### src/rtl/dmem_access_unit_pkg.sv
// Shared definitions for the data-memory access unit: size codes, FSM states,
// base byte-enable masks and the registered request record.
package dmem_access_unit_pkg;

    localparam logic [1:0] SL_W = 2'b00;
    localparam logic [1:0] SL_H = 2'b01;
    localparam logic [1:0] SL_B = 2'b10;

    localparam logic [3:0] DMEM_BE_B = 4'b0001;
    localparam logic [3:0] DMEM_BE_H = 4'b0011;
    localparam logic [3:0] DMEM_BE_W = 4'b1111;

    typedef enum logic [1:0] {
        ST_IDLE = 2'd0,
        ST_BUS  = 2'd1,
        ST_RESP = 2'd2
    } state_t;

    typedef struct packed {
        logic       we;
        logic [1:0] size;
        logic [1:0] addr_lo;
        logic       l_unsigned;
    } req_t;

endpackage

### src/rtl/dmem_access_unit_align.sv
// Lane steering for the access unit: byte enables, replicated store data, misalignment
// detection and load-data extraction with sign/zero extension. Purely combinational.
module dmem_access_unit_align
    import dmem_access_unit_pkg::*;
(
    input  logic [1:0]  size,
    input  logic [1:0]  addr_lo,
    input  logic        l_unsigned,
    input  logic [31:0] wdata,
    input  logic [31:0] rdata,
    output logic [3:0]  be,
    output logic [31:0] lane_wdata,
    output logic        misalign,
    output logic [31:0] load_data
);

    logic [31:0] rd_shift;
    logic [7:0]  rd_byte;
    logic [15:0] rd_half;

    assign rd_shift = rdata >> {addr_lo, 3'b000};
    assign rd_byte  = rd_shift[7:0];
    assign rd_half  = addr_lo[1] ? rdata[31:16] : rdata[15:0];

    always_comb begin
        be         = DMEM_BE_W;
        lane_wdata = wdata;
        misalign   = 1'b0;
        load_data  = rdata;
        case (size)
            SL_B: begin
                be         = DMEM_BE_B << addr_lo;
                lane_wdata = {4{wdata[7:0]}};
                load_data  = l_unsigned ? {24'd0, rd_byte} : {{24{rd_byte[7]}}, rd_byte};
            end
            SL_H: begin
                be         = DMEM_BE_H << {addr_lo[1], 1'b0};
                lane_wdata = {2{wdata[15:0]}};
                misalign   = addr_lo[0];
                load_data  = l_unsigned ? {16'd0, rd_half} : {{16{rd_half[15]}}, rd_half};
            end
            // 2'b11 is treated as a word access
            default: begin
                misalign = (addr_lo != 2'b00);
            end
        endcase
    end

endmodule

### src/rtl/dmem_access_unit.sv
// Load/store executor: one handshaked word-bus transaction per request, extended load data back.
// Latency 2 cycles accept->resp_valid with immediate ack; stalls (req_ready=0) until response done.
// Optional macro DMEM_TIMEOUT_EN bounds the wait for bus_ack to TIMEOUT_CYCLES and reports an error.
module dmem_access_unit
    import dmem_access_unit_pkg::*;
#(
    parameter int ADDR_W = 32
`ifdef DMEM_TIMEOUT_EN
    , parameter int TIMEOUT_CYCLES = 16
`endif
) (
    input  logic              clk,
    input  logic              rst,
    input  logic              req_valid,
    output logic              req_ready,
    input  logic              mem_write,
    input  logic [1:0]        size,
    input  logic              l_unsigned,
    input  logic [ADDR_W-1:0] addr,
    input  logic [31:0]       wdata,
    output logic              resp_valid,
    output logic [31:0]       resp_rdata,
    output logic              resp_err,
    output logic              bus_req,
    output logic              bus_we,
    output logic [ADDR_W-1:0] bus_addr,
    output logic [3:0]        bus_be,
    output logic [31:0]       bus_wdata,
    input  logic              bus_ack,
    input  logic [31:0]       bus_rdata
);

    state_t      state;
    req_t        req;
    logic        idle;
    logic [1:0]  al_size;
    logic [1:0]  al_addr_lo;
    logic        al_unsigned;
    logic [3:0]  al_be;
    logic [31:0] al_wdata;
    logic        al_misalign;
    logic [31:0] al_load;

`ifdef DMEM_TIMEOUT_EN
    localparam int CNT_W = $clog2(TIMEOUT_CYCLES + 1);
    logic [CNT_W-1:0] tmo_cnt;
`endif

    // One aligner serves both directions: live request while idle, latched request afterwards.
    assign idle        = (state == ST_IDLE);
    assign al_size     = idle ? size            : req.size;
    assign al_addr_lo  = idle ? addr[1:0]       : req.addr_lo;
    assign al_unsigned = idle ? l_unsigned      : req.l_unsigned;

    dmem_access_unit_align u_align (
        .size       (al_size),
        .addr_lo    (al_addr_lo),
        .l_unsigned (al_unsigned),
        .wdata      (wdata),
        .rdata      (bus_rdata),
        .be         (al_be),
        .lane_wdata (al_wdata),
        .misalign   (al_misalign),
        .load_data  (al_load)
    );

    always_ff @(posedge clk or posedge rst) begin
        if (rst) begin
            state      <= ST_IDLE;
            req        <= '0;
            req_ready  <= 1'b1;
            resp_valid <= 1'b0;
            resp_err   <= 1'b0;
            resp_rdata <= 32'd0;
            bus_req    <= 1'b0;
            bus_we     <= 1'b0;
            bus_addr   <= '0;
            bus_be     <= 4'd0;
            bus_wdata  <= 32'd0;
`ifdef DMEM_TIMEOUT_EN
            tmo_cnt    <= '0;
`endif
        end else begin
            resp_valid <= 1'b0;
            case (state)
                ST_IDLE: begin
                    if (req_valid) begin
                        req.we         <= mem_write;
                        req.size       <= size;
                        req.addr_lo    <= addr[1:0];
                        req.l_unsigned <= l_unsigned;
                        req_ready      <= 1'b0;
                        if (al_misalign) begin
                            state      <= ST_RESP;
                            resp_valid <= 1'b1;
                            resp_err   <= 1'b1;
                            resp_rdata <= 32'd0;
                        end else begin
                            state     <= ST_BUS;
                            bus_req   <= 1'b1;
                            bus_we    <= mem_write;
                            bus_addr  <= {addr[ADDR_W-1:2], 2'b00};
                            bus_be    <= al_be;
                            bus_wdata <= al_wdata;
`ifdef DMEM_TIMEOUT_EN
                            tmo_cnt   <= CNT_W'(TIMEOUT_CYCLES);
`endif
                        end
                    end
                end
                ST_BUS: begin
                    // An ack arriving in the expiry cycle still completes normally.
                    if (bus_ack) begin
                        state      <= ST_RESP;
                        resp_valid <= 1'b1;
                        resp_err   <= 1'b0;
                        resp_rdata <= req.we ? 32'd0 : al_load;
                        bus_req    <= 1'b0;
                        bus_we     <= 1'b0;
                        bus_addr   <= '0;
                        bus_be     <= 4'd0;
                        bus_wdata  <= 32'd0;
                    end
`ifdef DMEM_TIMEOUT_EN
                    else if (tmo_cnt <= CNT_W'(1)) begin
                        state      <= ST_RESP;
                        resp_valid <= 1'b1;
                        resp_err   <= 1'b1;
                        resp_rdata <= 32'd0;
                        bus_req    <= 1'b0;
                        bus_we     <= 1'b0;
                        bus_addr   <= '0;
                        bus_be     <= 4'd0;
                        bus_wdata  <= 32'd0;
                    end else begin
                        tmo_cnt <= tmo_cnt - CNT_W'(1);
                    end
`endif
                end
                ST_RESP: begin
                    state      <= ST_IDLE;
                    req_ready  <= 1'b1;
                    resp_err   <= 1'b0;
                    resp_rdata <= 32'd0;
                end
                default: begin
                    state     <= ST_IDLE;
                    req_ready <= 1'b1;
                end
            endcase
        end
    end

endmodule
### config.mk
export PLATFORM = sky130hd
export DESIGN_NAME = dmem_access_unit
export DESIGN_NICKNAME = d
export VERILOG_FILES = /design/src/rtl/dmem_access_unit_pkg.sv /design/src/rtl/dmem_access_unit_align.sv /design/src/rtl/dmem_access_unit.sv
export SDC_FILE = /design/constraint.sdc
export NUM_CORES = 1
export LEC_CHECK = 0
export ABC_CLOCK_PERIOD_IN_PS = 6200
export BUFFER_PORTS_ARGS = -buffer_cell sky130_fd_sc_hd__buf_2
export CORE_UTILIZATION = 55
export CTS_BUF_LIST = sky130_fd_sc_hd__clkbuf_2 sky130_fd_sc_hd__clkbuf_4 sky130_fd_sc_hd__clkbuf_8
export CTS_CLUSTER_SIZE = 8
export DETAILED_ROUTE_END_ITERATION = 8
export PLACE_DENSITY = 0.94
export SKIP_CTS_REPAIR_TIMING = 1
export SLEW_MARGIN = 20
export SYNTH_ARGS = -nofsm -noshare
export SYNTH_HDL_FRONTEND = slang
export SYNTH_SLANG_ARGS = --single-unit
export TNS_END_PERCENT = 30
### constraint.sdc
create_clock -name clk -period 6.2 [get_ports clk]
set_input_delay 1.24 -clock clk [delete_from_list [all_inputs] [get_ports clk]]
set_output_delay 1.24 -clock clk [all_outputs]
set_load 0.01 [all_outputs]
# After elaboration in Yosys (flattened, before gate mapping)
# Cells that the tools add are included.
# W data, S select, Z words.
# word_totals
reg_bits	113
in_bits	104
# op_classes
eq_ne	8
shift	3
muxes	46
bitwise	1
n_reduce_logical	9
# op_table
op	n
$mux W32	11
$pmux W32 S2	4
$pmux W32 S3	1
$shr A32 B5 Y8	1
$mux W16	1
$pmux W4 S2	2
$mux W1	12
$mux W4	3
$mux W2	5
$pmux W1 S2	5
$reduce_and A4 Y1	2
$ne A2 B2 Y1 const B	3
$reduce_and A2 Y1	3
$eq A2 B1 Y1 const B	2
$eq A2 B2 Y1 const B	2
$pmux W2 S2	1
$reduce_bool A2 Y1	2
$shl A1 B2 Y4 const A	1
$shl A2 B2 Y4 const A	1
$pmux W1 S3	1
$reduce_bool A3 Y1	1
$logic_not A2 Y1	1
$ne A2 B1 Y1 const B	1
$not A1 Y1	1

# Logic depth before layout (Yosys ltp)
# Gate-level depths: netlist (run 1).
# depth
depth_word	8
ltp_mapped	14
ltp_nobuf	10

# Hierarchy
# Synthesis (run 1) repeated with hierarchy kept, for this count alone.
# hier_totals
cells_unflattened	582
hier_area_um2	6189.7
# modules_own_cells
module	n_inst	cells_each	area_per_inst_um2	seq_area_each_um2
dmem_access_unit	1	411	5047.3	2778.9
dmem_access_unit_align	1	171	1142.3	0.0

# Least setup slack after synthesis (run 1)
# Ideal clock, no wire load.
# synth_timing
kind	input -> register
from	input size[1]
to	register resp_rdata[26]
setup_ns	0.147
arrival_ns	3.394
required_time_ns	6.053
setup_slack_ns	2.659
path_stages	8
path_cell_list	mux2_2 > ha_1 > or2_2 > a21oi_1 > or2_2 > clkbuf_1 > clkbuf_1 > o211ai_1
# synth_via
elab_chain_len	6
# synth_rtl
element	line_no	text
start, declared	dmem_access_unit.sv:17	input logic [1:0] size,
$mux W2 (*)	dmem_access_unit.sv:51	assign al_size = idle ? size : req.size;
$eq A2 B1 Y1 / $eq A2 B2 Y1 (equally long branches)	dmem_access_unit_align.sv:30	case (size)
$pmux W32 S2	dmem_access_unit_align.sv:30	
$mux W32	dmem_access_unit.sv:117	resp_rdata <= req.we ? 32'd0 : al_load;
$mux W32	dmem_access_unit.sv:113	if (bus_ack) begin
$pmux W32 S3	dmem_access_unit.sv:85	case (state)
end signal, assigned	dmem_access_unit.sv:117	
end, declared	dmem_access_unit.sv:22	output logic [31:0] resp_rdata,
# Mark *: on every way between the ends. The rest lies on a longest branch, timed or not. The select of a mux whose other input is x is not followed.
# A chain may end at the register's enable or synchronous reset.

# Worst setup path in the final report (run 1)
# layout_timing
from	register state[1]
to	register resp_rdata[30]
# layout_via
elab_chain_len	8
# layout_rtl
element	line_no	text
start, declared	dmem_access_unit.sv:33	state_t state;
start signal, assigned	dmem_access_unit.sv:69	state <= ST_IDLE;
start signal, assigned	dmem_access_unit.sv:94	state <= ST_RESP;
start signal, assigned	dmem_access_unit.sv:99	state <= ST_BUS;
$logic_not A2 Y1	dmem_access_unit.sv:50, dmem_access_unit.sv:85	
$mux W2	dmem_access_unit.sv:52	assign al_addr_lo = idle ? addr[1:0] : req.addr_lo;
$shr A32 B5 Y8 / $mux W16 (equally long branches)	dmem_access_unit_align.sv:21, dmem_access_unit_align.sv:23	
$mux W32 (on tied branches)	dmem_access_unit_align.sv:34, dmem_access_unit_align.sv:40	
$pmux W32 S2	dmem_access_unit_align.sv:30	
$mux W32	dmem_access_unit.sv:117	
$mux W32	dmem_access_unit.sv:113	
$pmux W32 S3	dmem_access_unit.sv:85	
# Several ways; a longest one is shown, not always the timed one. The select of a mux whose other input is x is not followed.

==> impl_metrics.ini, run 1 <==
[placement]
gp_congestion = 0.914
dpl.hpwl_mm = 11.4
dp_slack_ns = 1.79
placed_cell_area_sq_um = 6500
io_buffers = 206

[yosys]
avgSynthCellArea_sq_um = 10.3
synthSimpleGateAreaFrac = 0.125
synthAdderAreaFrac = 0.0115
synth_edf_count = 0
syn_inst = 530
synth_compound_area_frac = 0.247
syn_area_sq_um = 5440
synth.area.mux_share = 0.0631
synth_xor_area_frac = 0
synth_top_family_by_area = compound AO/OA/AOI/OAI gates
synthFlopType = dfrtp_1
async_reset_ff_frac = 1.00
synthDistinctLibCells = 52
synth_seq_cells = 111
ys_warn_count = 0
ys_seq_area_frac = 0.511

[global_routing]
grt_usage = 0.308
grt_overflow_total = 0
grt_pass1_wl_mm = 24.7
antenna_found_initial = 0
grt_pass1_vias = 5007
grt_start_max_net_pins = 72

[floorplan]
initial_core_util = 0.577
die_y_microns = 101
die_width_microns = 101
io_pins = 209
core-area_sq_um = 9420
die-area_sq_um = 10300
core.rowCount = 35

[layout]
nets = 819
drive_gt1_frac = 0.375
diodes = 0
multi_input_area_sq_um = 2460
seq_area_sq_um = 2780
area_growth_pct = 23.4
fillers = 686
fin_area_sq_um = 6710

[cts]
clk_latency_ns = 0.36
numCtsBuffers = 9
clock_sinks = 111
cts_root_buf = clkbuf_8
cts_buffer_depth = 2
clk_pin_slew_ns = 0.11
tritoncts = yes
htree_levels = 3

[critical_path]
crit_type = register to register
rrSetupSlack_ns = 2.00
worstRegToRegCells = 10
required_ns = 6.48
crit_arrival_ns = 4.48
crit_start = state[1]
crit_path_cell_trace = inv_1 -> ha_1 -> mux2_2 -> inv_1 -> ha_1 -> or2_2 -> a21oi_1 -> or3_1 -> a2111o_1 -> o211ai_1
crit_end = resp_rdata[30]
cp_max_fo = 25
cp-end-kind = register
cpMaxStageDelayCell = ha_1
reg2reg_to = resp_rdata[30]
start_kind = register
cp_slowest_stage_delay_ns = 0.71
timing.rr.start = state[1]

[route]
dr.pass1.iters = 5
drc = 0
post_drt_wl_per_cell_microns = 18.7
routed_wirelength_mm = 15.7
ant_nets = 0
via_per_inst = 6.08
initialDrtViolationCount = 310
via_count = 5134

[sta]
worst_pin_slew_ns = 0.886
finClkSkew_ns = 0.0183
drv_slew = 0
period_share = 0.678
setup_slack_ns = 2.00
fmax_ghz = 0.238
hold_viol_final = 0
setup_viol = 0
final.min_clock_period_ns = 4.20
slew_headroom = 0.398
fin_tns_setup_ns = 0
grt_setup_unrepaired = false

[pwr]
peakVddDrop_mv = 0.386
pwr_density_cell_nw_per_um2 = 555
leakagePower_nw = 3.39
power.total_mw = 3.73

[run]
max_cap_viol_count = 0

[hold_path]
worstHoldPathCells = 2
hold_class = register to register

[status]
status = complete, no violations
-- layer usage --
layer  wire length, microns  part of all wire  track usage
met5                      0                 0            0
met2                   7730              0.49        0.520
met4                    509             0.032        0.142
met1                   6170              0.39        0.384
met3                   1340             0.085       0.0587
-- state kept, by name, summed over array words and instances, names as in the netlist --
name	flops
resp_valid	1
req_ready	1
bus_wdata	32
state	2
bus_we	1
bus_addr	30
req	6
bus_be	4
bus_req	1
resp_rdata	32
resp_err	1
-- stage by stage --
stage	hold slack (ns)	util	std cells
after CTS	0.490	0.711	844
final	0.488	0.713	844
after floorplan	0.470	-	531
after detailed placement	0.465	0.691	828
after global routing	0.517	0.713	844
after global placement	0.456	0.691	828
-- synth_stat cells (all sizes together) (2+ instances only) --
| master | n | share of area |
|---|---|---|
| nand3b | 2 | 0.0028 |
| or2 | 2 | 0.0023 |
| o221ai | 6 | 0.0097 |
| clkbuf | 32 | 0.022 |
| a221oi | 9 | 0.015 |
| dfrtp | 110 | 0.51 |
| a31oi | 7 | 0.0081 |
| nand2b | 10 | 0.012 |
| a21o | 2 | 0.0028 |
| a21oi | 30 | 0.028 |
| nand3 | 2 | 0.0018 |
| nor2b | 2 | 0.0023 |
| o31ai | 16 | 0.022 |
| nor3b | 8 | 0.011 |
| ha | 5 | 0.012 |
| buf | 12 | 0.013 |
| a311oi | 6 | 0.0097 |
| nor3 | 8 | 0.0074 |
| mux2i | 9 | 0.020 |
| mux2 | 19 | 0.039 |
| inv | 9 | 0.0062 |
| nor2 | 32 | 0.022 |
| o22ai | 3 | 0.0035 |
| a32o | 9 | 0.017 |
| o21ai | 24 | 0.022 |
| o211ai | 17 | 0.033 |
| nand2 | 81 | 0.056 |
| a22o | 40 | 0.064 |
-- cells in the final DEF, fill, tap and decap left out, types with 3 or more instances in the layout --
cell type / synthesis / final
o21ai_0: 24 / 24
ha_1: 5 / 5
nor3b_1: 8 / 8
mux2i_1: 7 / 7
o211ai_2: 10 / 10
o221ai_1: 6 / 6
nand2b_1: 10 / 10
a311oi_1: 6 / 6
a32o_1: 9 / 9
dfrtp_1: 110 / 110
a31oi_1: 7 / 7
buf_4: 2 / 6
clkbuf_8: 0 / 9
nand2_1: 81 / 81
o31ai_1: 16 / 16
inv_6: 0 / 3
a221oi_1: 9 / 9
inv_1: 9 / 8
o211ai_1: 7 / 7
a21oi_1: 30 / 30
mux2_2: 19 / 19
nor3_1: 8 / 8
nor2_1: 32 / 31
a22o_1: 40 / 40
buf_2: 2 / 206
-- cells by family after synthesis --
| group | after synthesis |
|---|---|
| compound gates | 177 |
| fa+ha+maj | 5 |
| buf+inv | 54 |
| flops | 111 |
| mux | 29 |
| other cells | 1 |
| simple gates | 153 |
-- critical path, delay by kind of cell (launching register included) --
kind / cells / cell delay (ns)
adders and majority gates: 2 / 1.35
DFF: 1 / 0.40
and+or+nand+nor: 2 / 0.70
AOI/OAI and AO/OA: 3 / 1.06
muxes: 1 / 0.43
buffers and inverters: 2 / 0.16
-- worst min path at each step --
stage,endpoint,start,slack (ns)
final,bus_wdata[28],bus_wdata[28],0.49
after global routing,bus_wdata[21],bus_wdata[21],0.52
after CTS,bus_wdata[28],bus_wdata[28],0.49
after detailed placement,bus_wdata[22],bus_wdata[22],0.47
after global placement,bus_wdata[29],bus_wdata[29],0.46
after floorplan,req[5],req[5],0.47
-- final cells by class --
type                            instances  area share
Sequential cell                       111       0.414
Multi-Input combinational cell        366       0.366
Timing Repair Buffer                  212       0.160
Tap cell                              129      0.0241
Clock buffer                            9      0.0185
Clock inverter                          7      0.0104
Inverter                               10     0.00597
-- where the power goes --
part	internal, mW	switching (mW)	total (mW)	leakage [nW]
registers	1.01	0.169	1.18	1.46
clock network	0.158	0.269	0.427	0.0955
logic	0.790	1.33	2.12	1.83
total	1.95	1.77	3.73	3.39
Note: power is estimated with default switching activity, not from simulation.
==> inputs of run 2 (changes only) <==
ABC_AREA = 1   (was default)
ABC_CLOCK_PERIOD_IN_PS = 3600   (was 6200)
CORE_UTILIZATION = 47   (was 55)
PLACE_DENSITY = 0.85   (was 0.94)
clock period = 3.6 ns   (was 6.2 ns; I/O delays follow)
==> run 2 against run 1 <==
Design area rose by 5.0%. Maximum frequency is 45% higher. Synthesized area grew 5.7%. Largest power group unchanged. Via count up 8.5%. Die area grew 23%. Sequential power is 64% higher.
==> impl_metrics.ini, run 2 <==
[cts]
clk_latency_ns = 0.37
clock_sinks = 111
tritoncts = yes
cts_buffer_depth = 2
numCtsBuffers = 9
cts_root_buf = clkbuf_8
clk_pin_slew_ns = 0.11
htree_levels = 3

[route]
ant_nets = 0
routed_wirelength_mm = 15.5
via_count = 5570
via_per_inst = 5.13
drc = 0
dr.pass1.iters = 7
initialDrtViolationCount = 389
post_drt_wl_per_cell_microns = 14.2

[global_routing]
grt_usage = 0.251
grt_start_max_net_pins = 50
grt_pass1_vias = 5261
grt_overflow_total = 0
grt_pass1_wl_mm = 25.5
antenna_found_initial = 0

[yosys]
async_reset_ff_frac = 1.00
yosys-top-cells-count = 242 x nand2_1, 110 x dfrtp_1, 82 x o21ai_0
syn_area_sq_um = 5750
yosysMostFrequentCell = nand2_1
synthFlopType = dfrtp_1
yosysTopAreaCell = dfrtp_1
syn_inst = 742
avgSynthCellArea_sq_um = 7.74
synthDistinctLibCells = 34
ys_warn_count = 0
ys_seq_area_frac = 0.484
synth_edf_count = 0
synth_seq_cells = 111
yosys-top-cells-area = dfrtp_1 48%, nand2_1 16%, o21ai_0 7.1%
synth_top_area_share = 0.479

[sta]
final.min_clock_period_ns = 2.89
drv_slew = 0
fin_tns_setup_ns = 0
hold_viol_final = 0
worst_pin_slew_ns = 0.947
grt_setup_unrepaired = false
period_share = 0.803
setup_viol = 0
finClkSkew_ns = 0.0123
slew_headroom = 0.368
fmax_ghz = 0.346

[pwr]
pwr_density_cell_nw_per_um2 = 1010
power.total_mw = 7.08
pwr-share-clk = 0.112
peakVddDrop_mv = 0.575
seqPwrFrac = 0.273
p_comb_frac = 0.615
p_sw_mw = 3.66
p_int_mw = 3.42
swShare = 0.517
leakagePower_nw = 4.12

[layout]
multi_input_area_sq_um = 2490
diodes = 0
fillers = 1092
nets = 1043
layout_common_cells = 242 x nand2_1, 206 x buf_2, 110 x dfrtp_1
largest_registers = bus_wdata x32, resp_rdata x32, bus_addr x30
drive_gt1_frac = 0.300
final_common_cell = nand2_1
stdcell_count = 1086
area_growth_pct = 22.5
seq_area_sq_um = 2780

[placement]
gp_congestion = 0.913
io_buffers = 206
dpl.hpwl_mm = 11.6
dpl.cell_count = 1070

[critical_path]
crit_arrival_ns = 3.18
start_kind = register
cp_max_fo = 36
crit_type = register to register
required_ns = 3.89
cp-end-kind = register

[floorplan]
die-area_sq_um = 12700
initial_core_util = 0.480
die_y_microns = 113
core.rowCount = 40
io_pins = 209
die_width_microns = 113
core-area_sq_um = 12000

[hold_path]
hold_class = register to register

[run]
max_cap_viol_count = 0

[status]
status = complete, no violations
==> run 2: changes by cell type after synthesis, sizes merged, moves of 10 or more <==
cell and change:
o31ai -16, a21oi -11, clkbuf -17, a22o -40
buf +11, inv +50, nand2b -10, o21ai +82
nand3 +44, nand2 +193, mux2 -19, nor2 +36
o211ai -17
==> run 2: area by class of cell <==
type / instances / share of cell area
clock buffer: 10 / 0.0195
clock inverter: 6 / 0.0107
inverter: 59 / 0.0320
multi-input combinational: 535 / 0.354
sequential: 111 / 0.395
tap: 147 / 0.0261
timing repair buffer: 218 / 0.163
==> run 2: through the flow <==
stage	cell area [sq um]	worst slack (ns)	hold WS (ns)	utilization
after floorplan	5750	1.30	0.448	-
after global placement	6830	0.696	0.449	0.571
after CTS	7040	0.677	0.478	0.589
after detailed placement	6830	0.602	0.455	0.571
final	7040	0.709	0.475	0.589
after global routing	7040	0.421	0.493	0.589
==> run 2: worst max-delay path, stage by stage, from the launching register on <==
cell     delay (ns)
dfrtp_1        0.42
inv_1          0.06
ha_1           0.26
nand2_1        0.08
o21ai_0        0.11
ha_1           0.55
nand2_4        0.20
nand2_4        0.07
inv_2          0.38
nand2_1        0.17
buf_4          0.28
o21ai_0        0.21
==> run 2: layer usage <==
layer | vias up | GRT usage | wire length [microns]
met5 | - | 0 | 0
met2 | 235 | 0.403 | 7200
li1 | 2730 | - | -
met3 | 26 | 0.0410 | 1100
met1 | 2579 | 0.341 | 6860
met4 | 0 | 0.0996 | 314
==> run 2: kinds of logic after synthesis <==
group	after synthesis	synth area share
AOI/OAI and AO/OA	133	0.118
adders and majority gates	5	0.0109
buffers and inverters	97	0.0829
DFF	111	0.484
other	1	0.000653
and+or+nand+nor	395	0.304
==> run 2: power groups by stage <==
| stage | registers (mW) | logic (mW) | clock network [mW] |
|---|---|---|---|
| 3_3_place_gp | 1.95 | 4.28 | 0 |
| 5_1_grt | 1.98 | 4.93 | 0.866 |
| 2_1_floorplan | 2.12 | 3.14 | 0 |
| 4_1_cts | 1.93 | 4.38 | 0.819 |
| 3_5_place_dp | 1.95 | 4.37 | 0 |
| 6_report | 1.93 | 4.35 | 0.793 |
==> run 2: path summary, 6_finish.rpt <==
| check | start | to | slack (ns) | cells after the start |
|---|---|---|---|---|
| max | state[0] | bus_wdata[2] | 0.71 | 11 |
| min | bus_addr[30] | bus_addr[30] | 0.48 | 2 |
| max reg2reg | state[0] | bus_wdata[2] | 0.71 | 11 |
| min reg2reg | bus_addr[30] | bus_addr[30] | 0.48 | 2 |
| max in group asynchronous | rst | resp_rdata[31] | 2.28 | 3 |
| min in group asynchronous | rst | bus_addr[10] | 0.53 | 2 |
==> inputs of run 3 (changes only) <==
ABC_CLOCK_PERIOD_IN_PS = 3000   (was 3600)
CORE_UTILIZATION = 52   (was 47)
PLACE_DENSITY = 0.89   (was 0.85)
clock period = 3 ns   (was 3.6 ns; I/O delays follow)
==> run 3 against run 2 <==
Clock power up 21%. Sequential power up 20%. Non-clock buffer count up 2. Critical path type unchanged. Critical endpoint is now resp_rdata[7]. Largest cell class unchanged. Largest power group unchanged. Highest routed layer unchanged.
==> impl_metrics.ini, run 3 (synthesis gave the netlist of run 2 again) <==
[placement]
dpl.hpwl_mm = 11.2
placed_cell_area_sq_um = 6840
io_buffers = 206
gp_congestion = 0.932
dp_slack_ns = 0.440

[cts]
cts_root_buf = clkbuf_8
clock_sinks = 111
numCtsBuffers = 9
tritoncts = yes
clk_pin_slew_ns = 0.12
cts_buffer_depth = 2
clk_latency_ns = 0.38
htree_levels = 3

[route]
post_drt_wl_per_cell_microns = 14.2
dr.pass1.iters = 6
routed_wirelength_mm = 15.4
via_per_inst = 5.14
drc = 0
initialDrtViolationCount = 426
ant_nets = 0
via_count = 5552

[layout]
nets = 1045
fin_area_sq_um = 7050
drive_gt1_frac = 0.302
largest_registers = bus_wdata x32, resp_rdata x32, bus_addr x30
final_common_cell = nand2_1
diodes = 0
fillers = 960
layout_common_cells = 242 x nand2_1, 206 x buf_2, 110 x dfrtp_1
area_growth_pct = 22.7

[sta]
period_share = 0.869
drv_slew = 0
fmax_ghz = 0.383
hold_viol_final = 0
slew_headroom = 0.613
grt_setup_unrepaired = false
worst_pin_slew_ns = 0.581
fin_tns_setup_ns = 0
setup_viol = 0
final.min_clock_period_ns = 2.61
setup_slack_ns = 0.392
finClkSkew_ns = 0.0211

[global_routing]
grt_start_max_net_pins = 112
grt_usage = 0.277
grt_pass1_wl_mm = 24.8
grt_pass1_vias = 5064
antenna_found_initial = 0
grt_overflow_total = 0

[floorplan]
io_pins = 209
die_width_microns = 107
core.rowCount = 38
initial_core_util = 0.532
die_y_microns = 107
die-area_sq_um = 11500
core-area_sq_um = 10800

[pwr]
leakagePower_nw = 4.13
pwr_density_cell_nw_per_um2 = 1220
peakVddDrop_mv = 0.800

[critical_path]
rrSetupSlack_ns = 0.39
cp_slowest_stage_delay_ns = 0.44
cp_max_fo = 12
crit_start = state[1]
path_buf_inv = 4
crit_arrival_ns = 2.92
start_kind = register
crit_path_cell_trace = inv_1 -> ha_1 -> buf_4 -> o21ai_0 -> inv_1 -> ha_1 -> nand2_2 -> nand3_4 -> nand4_4 -> inv_1 -> nand2_1 -> nand2_1
required_ns = 3.31
cpMaxStageDelayCell = ha_1
crit_type = register to register
critical-path-top-delay-family = simple AND/OR/NAND/NOR gates
cp-end-kind = register
timing.rr.start = state[1]
crit_top_cell = inv_1

[hold_path]
hold_class = primary input to async pin

[status]
status = complete, no violations

[run]
max_cap_viol_count = 0
run 3: final timing paths:
path                            endpoint  depth (start not counted)
max                        resp_rdata[7]                         12
min reg2reg                 bus_addr[24]                          2
max in group asynchronous  resp_rdata[7]                          3
max reg2reg                resp_rdata[7]                         12
min in group clk            bus_addr[31]                          3
min                         bus_addr[10]                          3
run 3: routing by layer:
| layer | GRT usage | routed length [microns] |
|---|---|---|
| met4 | 0.0930 | 339 |
| met2 | 0.447 | 7120 |
| met5 | 0 | 0 |
| met3 | 0.0578 | 1320 |
| met1 | 0.372 | 6620 |
run 3: layout make-up:
type,instances,area (sq um),share of cell area
multi-input combinational,535,2490,0.354
timing repair buffer,220,1160,0.165
inverter,59,225,0.0319
tap,140,175,0.0248
clock inverter,7,93.8,0.0133
sequential,111,2780,0.394
clock buffer,9,124,0.0176
run 3: worst reg2reg max path: stages, from the launching register on:
cell and delay [ns]:
dfrtp_1 0.42, inv_1 0.09, ha_1 0.22, buf_4 0.18
o21ai_0 0.11, inv_1 0.08, ha_1 0.44, nand2_2 0.18
nand3_4 0.14, nand4_4 0.19, inv_1 0.31, nand2_1 0.12
nand2_1 0.07
run 3: report_power, final:
part / total (mW) / internal [mW] / switching, mW
registers: 2.32 / 2.03 / 0.292
logic: 5.30 / 1.71 / 3.59
clock network: 0.960 / 0.407 / 0.553
run 3: per-stage QoR:
stage                     total power [mW]  std cells   util  hold WS (ns)
after CTS                             8.60       1081  0.653         0.402
after detailed placement              7.62       1065  0.633         0.454
final                                 8.58       1081  0.653         0.371
after global placement                7.50       1065  0.633         0.449
after global routing                  9.37       1081  0.653         0.429
after floorplan                       6.31        743      -         0.448
